`config.mk`:
```
export PLATFORM = sky130hd
export DESIGN_NAME = boreal_pet_sequencer
export DESIGN_NICKNAME = d
export VERILOG_FILES = /design/src/rtl/boreal_pet_sequencer.sv
export SDC_FILE = /design/constraint.sdc
export NUM_CORES = 1
export LEC_CHECK = 0
export BUFFER_PORTS_ARGS = -buffer_cell sky130_fd_sc_hd__buf_2
export CAP_MARGIN = 20
export CORE_ASPECT_RATIO = 0.6
export CORE_UTILIZATION = 37
export CTS_CLUSTER_SIZE = 12
export DETAILED_ROUTE_END_ITERATION = 12
export HOLD_SLACK_MARGIN = 0.15
export PLACE_DENSITY_LB_ADDON = 0.25
export SYNTH_ARGS = -nofsm -noshare
export SYNTH_HDL_FRONTEND = slang
export SYNTH_SLANG_ARGS = --single-unit
```
`constraint.sdc`:
```
create_clock -name clk -period 2.2 [get_ports clk]
set_input_delay 0.11 -clock clk [delete_from_list [all_inputs] [get_ports clk]]
set_output_delay 0.11 -clock clk [all_outputs]
set_load 0.005 [all_outputs]
```
`src/rtl/boreal_pet_sequencer.sv`:
```
// Watchdog kick controller: gathers per-core heartbeats over a fixed window and pets the watchdog over AXI4-Lite.
// Optional force-safe write on a missed check-in is enabled by defining BOREAL_PETSEQ_FORCE_SAFE_EN.
module boreal_pet_sequencer #(
  parameter int          N_CORES     = 2,
  parameter int          PET_PERIOD  = 8,
  parameter logic [31:0] WD_BASE     = 32'h0000_0000,
  parameter logic [31:0] PET_MAGIC   = 32'h1CEB_00DA,
  parameter int          AXI_TIMEOUT = 16
) (
  input  logic               clk,
  input  logic               rst,
  input  logic               enable,
  input  logic               fault_clr,
  input  logic [N_CORES-1:0] hb,
  output logic [31:0]        m_axi_awaddr,
  output logic               m_axi_awvalid,
  input  logic               m_axi_awready,
  output logic [31:0]        m_axi_wdata,
  output logic [3:0]         m_axi_wstrb,
  output logic               m_axi_wvalid,
  input  logic               m_axi_wready,
  input  logic [1:0]         m_axi_bresp,
  input  logic               m_axi_bvalid,
  output logic               m_axi_bready,
  output logic               fault,
  output logic [N_CORES-1:0] missed_mask,
  output logic [15:0]        pet_count,
  output logic               busy
);

  localparam int                 CNT_W    = $clog2(PET_PERIOD);
  localparam int                 TMO_W    = $clog2(AXI_TIMEOUT + 1);
  localparam logic [CNT_W-1:0]   CNT_LAST = CNT_W'(PET_PERIOD - 1);
  localparam logic [TMO_W-1:0]   TMO_LAST = TMO_W'(AXI_TIMEOUT - 1);
  localparam logic [N_CORES-1:0] ALL_IN   = {N_CORES{1'b1}};

  typedef enum logic [2:0] {
    ST_IDLE   = 3'd0,
    ST_WINDOW = 3'd1,
    ST_ISSUE  = 3'd2,
    ST_RESP   = 3'd3,
    ST_FAULT  = 3'd4
  } state_t;

  state_t             state_r;
  logic [CNT_W-1:0]   cnt_r;
  logic [N_CORES-1:0] mask_r;
  logic               is_pet_r;
  logic               aw_done_r;
  logic               w_done_r;
  logic [TMO_W-1:0]   tmo_r;

  logic [N_CORES-1:0] snap_s;
  logic               all_in_s;
  logic               window_end_s;
  logic               aw_ok_s;
  logic               w_ok_s;
  logic               b_hs_s;
  logic               tmo_hit_s;
  logic [15:0]        pet_next_s;

  assign m_axi_wstrb = 4'hF;

  // Heartbeat snapshot, handshake completion and timeout decode
  always_comb begin
    snap_s       = mask_r | hb;
    all_in_s     = (snap_s == ALL_IN);
    window_end_s = (cnt_r == CNT_LAST);
    aw_ok_s      = aw_done_r | (m_axi_awvalid & m_axi_awready);
    w_ok_s       = w_done_r | (m_axi_wvalid & m_axi_wready);
    b_hs_s       = m_axi_bvalid & m_axi_bready;
    tmo_hit_s    = (tmo_r >= TMO_LAST);
    if (pet_count == 16'hFFFF) begin
      pet_next_s = pet_count;
    end else begin
      pet_next_s = pet_count + 16'd1;
    end
  end

  // Sequencer FSM with registered AXI and status outputs
  always_ff @(posedge clk) begin
    if (rst) begin
      state_r       <= ST_IDLE;
      cnt_r         <= '0;
      mask_r        <= '0;
      is_pet_r      <= 1'b0;
      aw_done_r     <= 1'b0;
      w_done_r      <= 1'b0;
      tmo_r         <= '0;
      m_axi_awaddr  <= 32'h0000_0000;
      m_axi_awvalid <= 1'b0;
      m_axi_wdata   <= 32'h0000_0000;
      m_axi_wvalid  <= 1'b0;
      m_axi_bready  <= 1'b0;
      fault         <= 1'b0;
      missed_mask   <= '0;
      pet_count     <= 16'd0;
      busy          <= 1'b0;
    end else begin
      case (state_r)
        ST_IDLE: begin
          if (enable) begin
            state_r <= ST_WINDOW;
            cnt_r   <= '0;
            mask_r  <= '0;
          end
        end

        ST_WINDOW: begin
          if (!enable) begin
            state_r <= ST_IDLE;
            cnt_r   <= '0;
            mask_r  <= '0;
          end else if (window_end_s) begin
            cnt_r  <= '0;
            mask_r <= '0;
            if (all_in_s) begin
              state_r       <= ST_ISSUE;
              is_pet_r      <= 1'b1;
              m_axi_awaddr  <= WD_BASE + 32'h0000_0004;
              m_axi_wdata   <= PET_MAGIC;
              m_axi_awvalid <= 1'b1;
              m_axi_wvalid  <= 1'b1;
              aw_done_r     <= 1'b0;
              w_done_r      <= 1'b0;
              tmo_r         <= '0;
              busy          <= 1'b1;
            end else begin
              fault       <= 1'b1;
              missed_mask <= ~snap_s;
`ifdef BOREAL_PETSEQ_FORCE_SAFE_EN
              state_r       <= ST_ISSUE;
              is_pet_r      <= 1'b0;
              m_axi_awaddr  <= WD_BASE + 32'h0000_0008;
              m_axi_wdata   <= 32'h0000_0001;
              m_axi_awvalid <= 1'b1;
              m_axi_wvalid  <= 1'b1;
              aw_done_r     <= 1'b0;
              w_done_r      <= 1'b0;
              tmo_r         <= '0;
              busy          <= 1'b1;
`else
              state_r <= ST_FAULT;
`endif
            end
          end else begin
            cnt_r  <= cnt_r + CNT_W'(1);
            mask_r <= snap_s;
          end
        end

        ST_ISSUE: begin
          // Heartbeats arriving during the bus transaction count toward the next window
          mask_r <= snap_s;
          if (aw_ok_s && w_ok_s) begin
            state_r       <= ST_RESP;
            m_axi_awvalid <= 1'b0;
            m_axi_wvalid  <= 1'b0;
            m_axi_bready  <= 1'b1;
            aw_done_r     <= 1'b0;
            w_done_r      <= 1'b0;
            tmo_r         <= tmo_r + TMO_W'(1);
          end else if (tmo_hit_s) begin
            state_r       <= ST_FAULT;
            m_axi_awvalid <= 1'b0;
            m_axi_wvalid  <= 1'b0;
            m_axi_bready  <= 1'b0;
            aw_done_r     <= 1'b0;
            w_done_r      <= 1'b0;
            fault         <= 1'b1;
            busy          <= 1'b0;
          end else begin
            if (aw_ok_s) begin
              m_axi_awvalid <= 1'b0;
              aw_done_r     <= 1'b1;
            end
            if (w_ok_s) begin
              m_axi_wvalid <= 1'b0;
              w_done_r     <= 1'b1;
            end
            tmo_r <= tmo_r + TMO_W'(1);
          end
        end

        ST_RESP: begin
          mask_r <= snap_s;
          if (b_hs_s) begin
            m_axi_bready <= 1'b0;
            busy         <= 1'b0;
            if (m_axi_bresp != 2'b00) begin
              fault   <= 1'b1;
              state_r <= ST_FAULT;
            end else if (is_pet_r) begin
              pet_count <= pet_next_s;
              cnt_r     <= '0;
              state_r   <= enable ? ST_WINDOW : ST_IDLE;
            end else begin
              state_r <= ST_FAULT;
            end
          end else if (tmo_hit_s) begin
            state_r      <= ST_FAULT;
            m_axi_bready <= 1'b0;
            fault        <= 1'b1;
            busy         <= 1'b0;
          end else begin
            tmo_r <= tmo_r + TMO_W'(1);
          end
        end

        ST_FAULT: begin
          if (fault_clr) begin
            state_r     <= ST_WINDOW;
            cnt_r       <= '0;
            mask_r      <= '0;
            fault       <= 1'b0;
            missed_mask <= '0;
          end
        end

        default: begin
          state_r       <= ST_IDLE;
          m_axi_awvalid <= 1'b0;
          m_axi_wvalid  <= 1'b0;
          m_axi_bready  <= 1'b0;
          busy          <= 1'b0;
        end
      endcase
    end
  end

endmodule

```
==> run summary <==
ys flop type = dfxtp_1
Worst Setup Start Kind = flip-flop
Yosys top cell by area = dfxtp_1
total power = 1.66 mW
DR vias = 2,813
clk_lat worst skew = 0.30 ns
die height = 70.4 µm
Hold Crit Depth = 3
Post-synth EDFFs = 0
HPWL Detailed = 5820 µm
Slew @ Worst Pin = 0.629 ns
Nets = 415
WL final = 7960 µm
Mapped Cells = 362
fraction of registers with async set/reset = 0
Rows = 24
Crit-path slowest cell = or4b_4
Seq/Total Area, Yosys = 0.271
via/cell ratio = 5.58
critical path's largest stage delay = 0.48 ns
CTS root buffer = clkbuf_16
Hold Fails Final Rpt = 0
worst path arrival time = 2.35 ns
Routed Antenna Nets = 0
Pins Over Slew Limit = 0
worst slack, placed = 0.0432 ns
initial DRC count = 251
Antenna Diode Count = 0
grt total ovfl = 0
min-delay worst type = in2reg
critical path data required time = 2.39 ns
total core area = 7390 µm²
period utilization = 0.980
Peak Freq = 464 MHz
crit path time final = 2.16 ns
CTS tree = yes
Slew headroom = 0.577
CTS buffer count = 5
DRC viols = 0
Die W = 116 µm
Starting Density = 0.390
first-pass GRT wire length = 12,500 µm
IO Port Bufs = 48
status = completed
synthesized area per cell = 7.96 µm²
number of global-route vias before repair = 2,345
synth top area cells = dfxtp_1, buf_4, a21oi_1
VDD IR max = 0.256 mV
Max Cap Viol = 0
critical path class = reg2reg
Area growth, synth to finish = 11.0%
Pleak = 1.37 nW
top cell type's share of synthesized area = 0.271
placed instance count = 494
Ys Warns = 0
Worst Path Max Fanout = 4
Clock Sink Count = 39
worst-path cell chain = ha_4 > and3_4 > ha_4 > or4b_4 > or3_4 > a41o_1 > and4_1
Finished Layout Cells = 504
clk slew on worst S/H paths = 0.06 ns
Final Wtd Congestion = 0.912
total power divided by cell area = 520 nW/µm²
GR Util All Layers = 0.201
ratio of cells with drive above 1 in the final layout = 0.210
Final WS setup = 0.0441 ns
Die Footprint = 8160 µm²
worst hold slack = 0.198 ns
synthesis-stage register bit count = 39
final setup violation count = 0
cell mode on critical path = ha_4
pin count of the biggest net entering global routing = 35
setup tns final = 0 ns
initial antenna violation count = 0
Max Clock Skew = 0.00886 ns
CP Capture Type = flip-flop
Clock Path Buffers = 2
Mapped Area = 2880 µm²
iteration count of the initial detailed-routing pass = 5
Register-to-Register Path Depth = 7
IO Pins = 102
mean routed wirelength per cell = 15.8 µm
Netlist cell types = 58
H-tree levels = 2
==> worst max-delay path, delay by kind of cell (launching register included) <==
family,cells,cell delay (ns)
AOI/OAI and AO/OA,1,0.19
and+or+nand+nor,4,1.19
adders and majority gates,2,0.32
DFF,1,0.36
==> layer usage <==
layer	global-route usage	routed length, µm	vias to the layer above
met5	0	0	-
met4	0.0541	95	0
met3	0.0547	710	9
met2	0.255	2990	153
met1	0.317	4160	1330
li1	-	-	1321
==> area by class of cell <==
cell class	count	area, µm²
multi-input combinational	279	1720
inverter	7	26.3
fill	775	4190
clock inverter	1	5.00
timing repair buffer	67	400
clock buffer	7	133
sequential	39	786
tap	104	130
==> worst paths after layout <==
| path | slack (ns) | to | startpoint |
|---|---|---|---|
| worst max-delay path | 0.04 | fault | tmo_r[1] |
| worst min-delay path | 0.20 | w_done_r | m_axi_wready |
| worst max register to register | 0.04 | fault | tmo_r[1] |
| worst min register to register | 0.47 | missed_mask[1] | missed_mask[1] |
==> cells in the final DEF, fill, tap and decap left out, types with 5 or more instances in the layout <==
master,count
inv_1,5
or4_1,9
or3_1,6
nand3_1,11
a21o_1,5
conb_1,53
clkbuf_16,5
nor2_1,12
and4_1,8
nor2b_1,5
o22ai_1,6
o21ai_1,9
a21oi_1,28
nand2_1,20
nand2b_1,5
dfxtp_1,37
o31ai_1,9
buf_4,16
o21ai_0,6
nor4_1,8
o211ai_1,9
nor3_1,8
buf_2,48
==> registers in the layout, indices dropped and copies added, names as in the netlist <==
signal,cells
is_pet_r,1
fault,1
missed_mask,2
cnt_r,3
tmo_r,5
state_r,3
mask_r,2
aw_done_r,1
m_axi_bready,1
busy,1
pet_count,16
m_axi_awvalid,1
m_axi_wvalid,1
w_done_r,1
==> synthesized netlist by cell type (5+ instances only) <==
cell	instances
nand2_1	20
nor2_1	12
buf_4	68
nor3_1	8
o22ai_1	6
nand3_1	11
and4_1	8
nand2b_1	5
o21ai_1	9
o31ai_1	10
inv_1	5
nor4_1	8
a21oi_1	28
buf_2	7
a21o_1	5
o21ai_0	6
nor2b_1	5
dfxtp_1	39
ha_1	5
or4_1	9
o211ai_1	9
or3_1	6
clkbuf_1	11
==> logic make-up after synthesis <==
kind of cell               synth area share
muxes                               0.00391
adders and majority gates            0.0217
other                               0.00261
buffers and inverters                 0.215
and+or+nand+nor                       0.247
DFF                                   0.271
AOI/OAI and AO/OA                     0.238
==> per-stage QoR <==
step	area [µm²]	util
after floorplan	3090	-
after global placement	3010	0.407
after detailed placement	3010	0.407
after CTS	3160	0.428
after global routing	3200	0.433
final	3200	0.433
==> repair_timing <==
| action | CTS | global route |
|---|---|---|
| endpoints found under the setup margin | 0 | 4 |
| gates resized for setup | 0 | 8 |
| hold buffers | 2 | 0 |
| setup buffers | 0 | 0 |
| endpoints found under the hold margin | 4 | 0 |
==> power breakdown <==
part / switching, mW / leakage [nW] / internal (mW) / total, mW
clock network: 0.309 / 0.0679 / 0.420 / 0.729
registers: 0.0121 / 0.316 / 0.716 / 0.728
logic: 0.136 / 0.988 / 0.0724 / 0.208
total: 0.457 / 1.37 / 1.21 / 1.66
(Power assumes the default switching activity.)
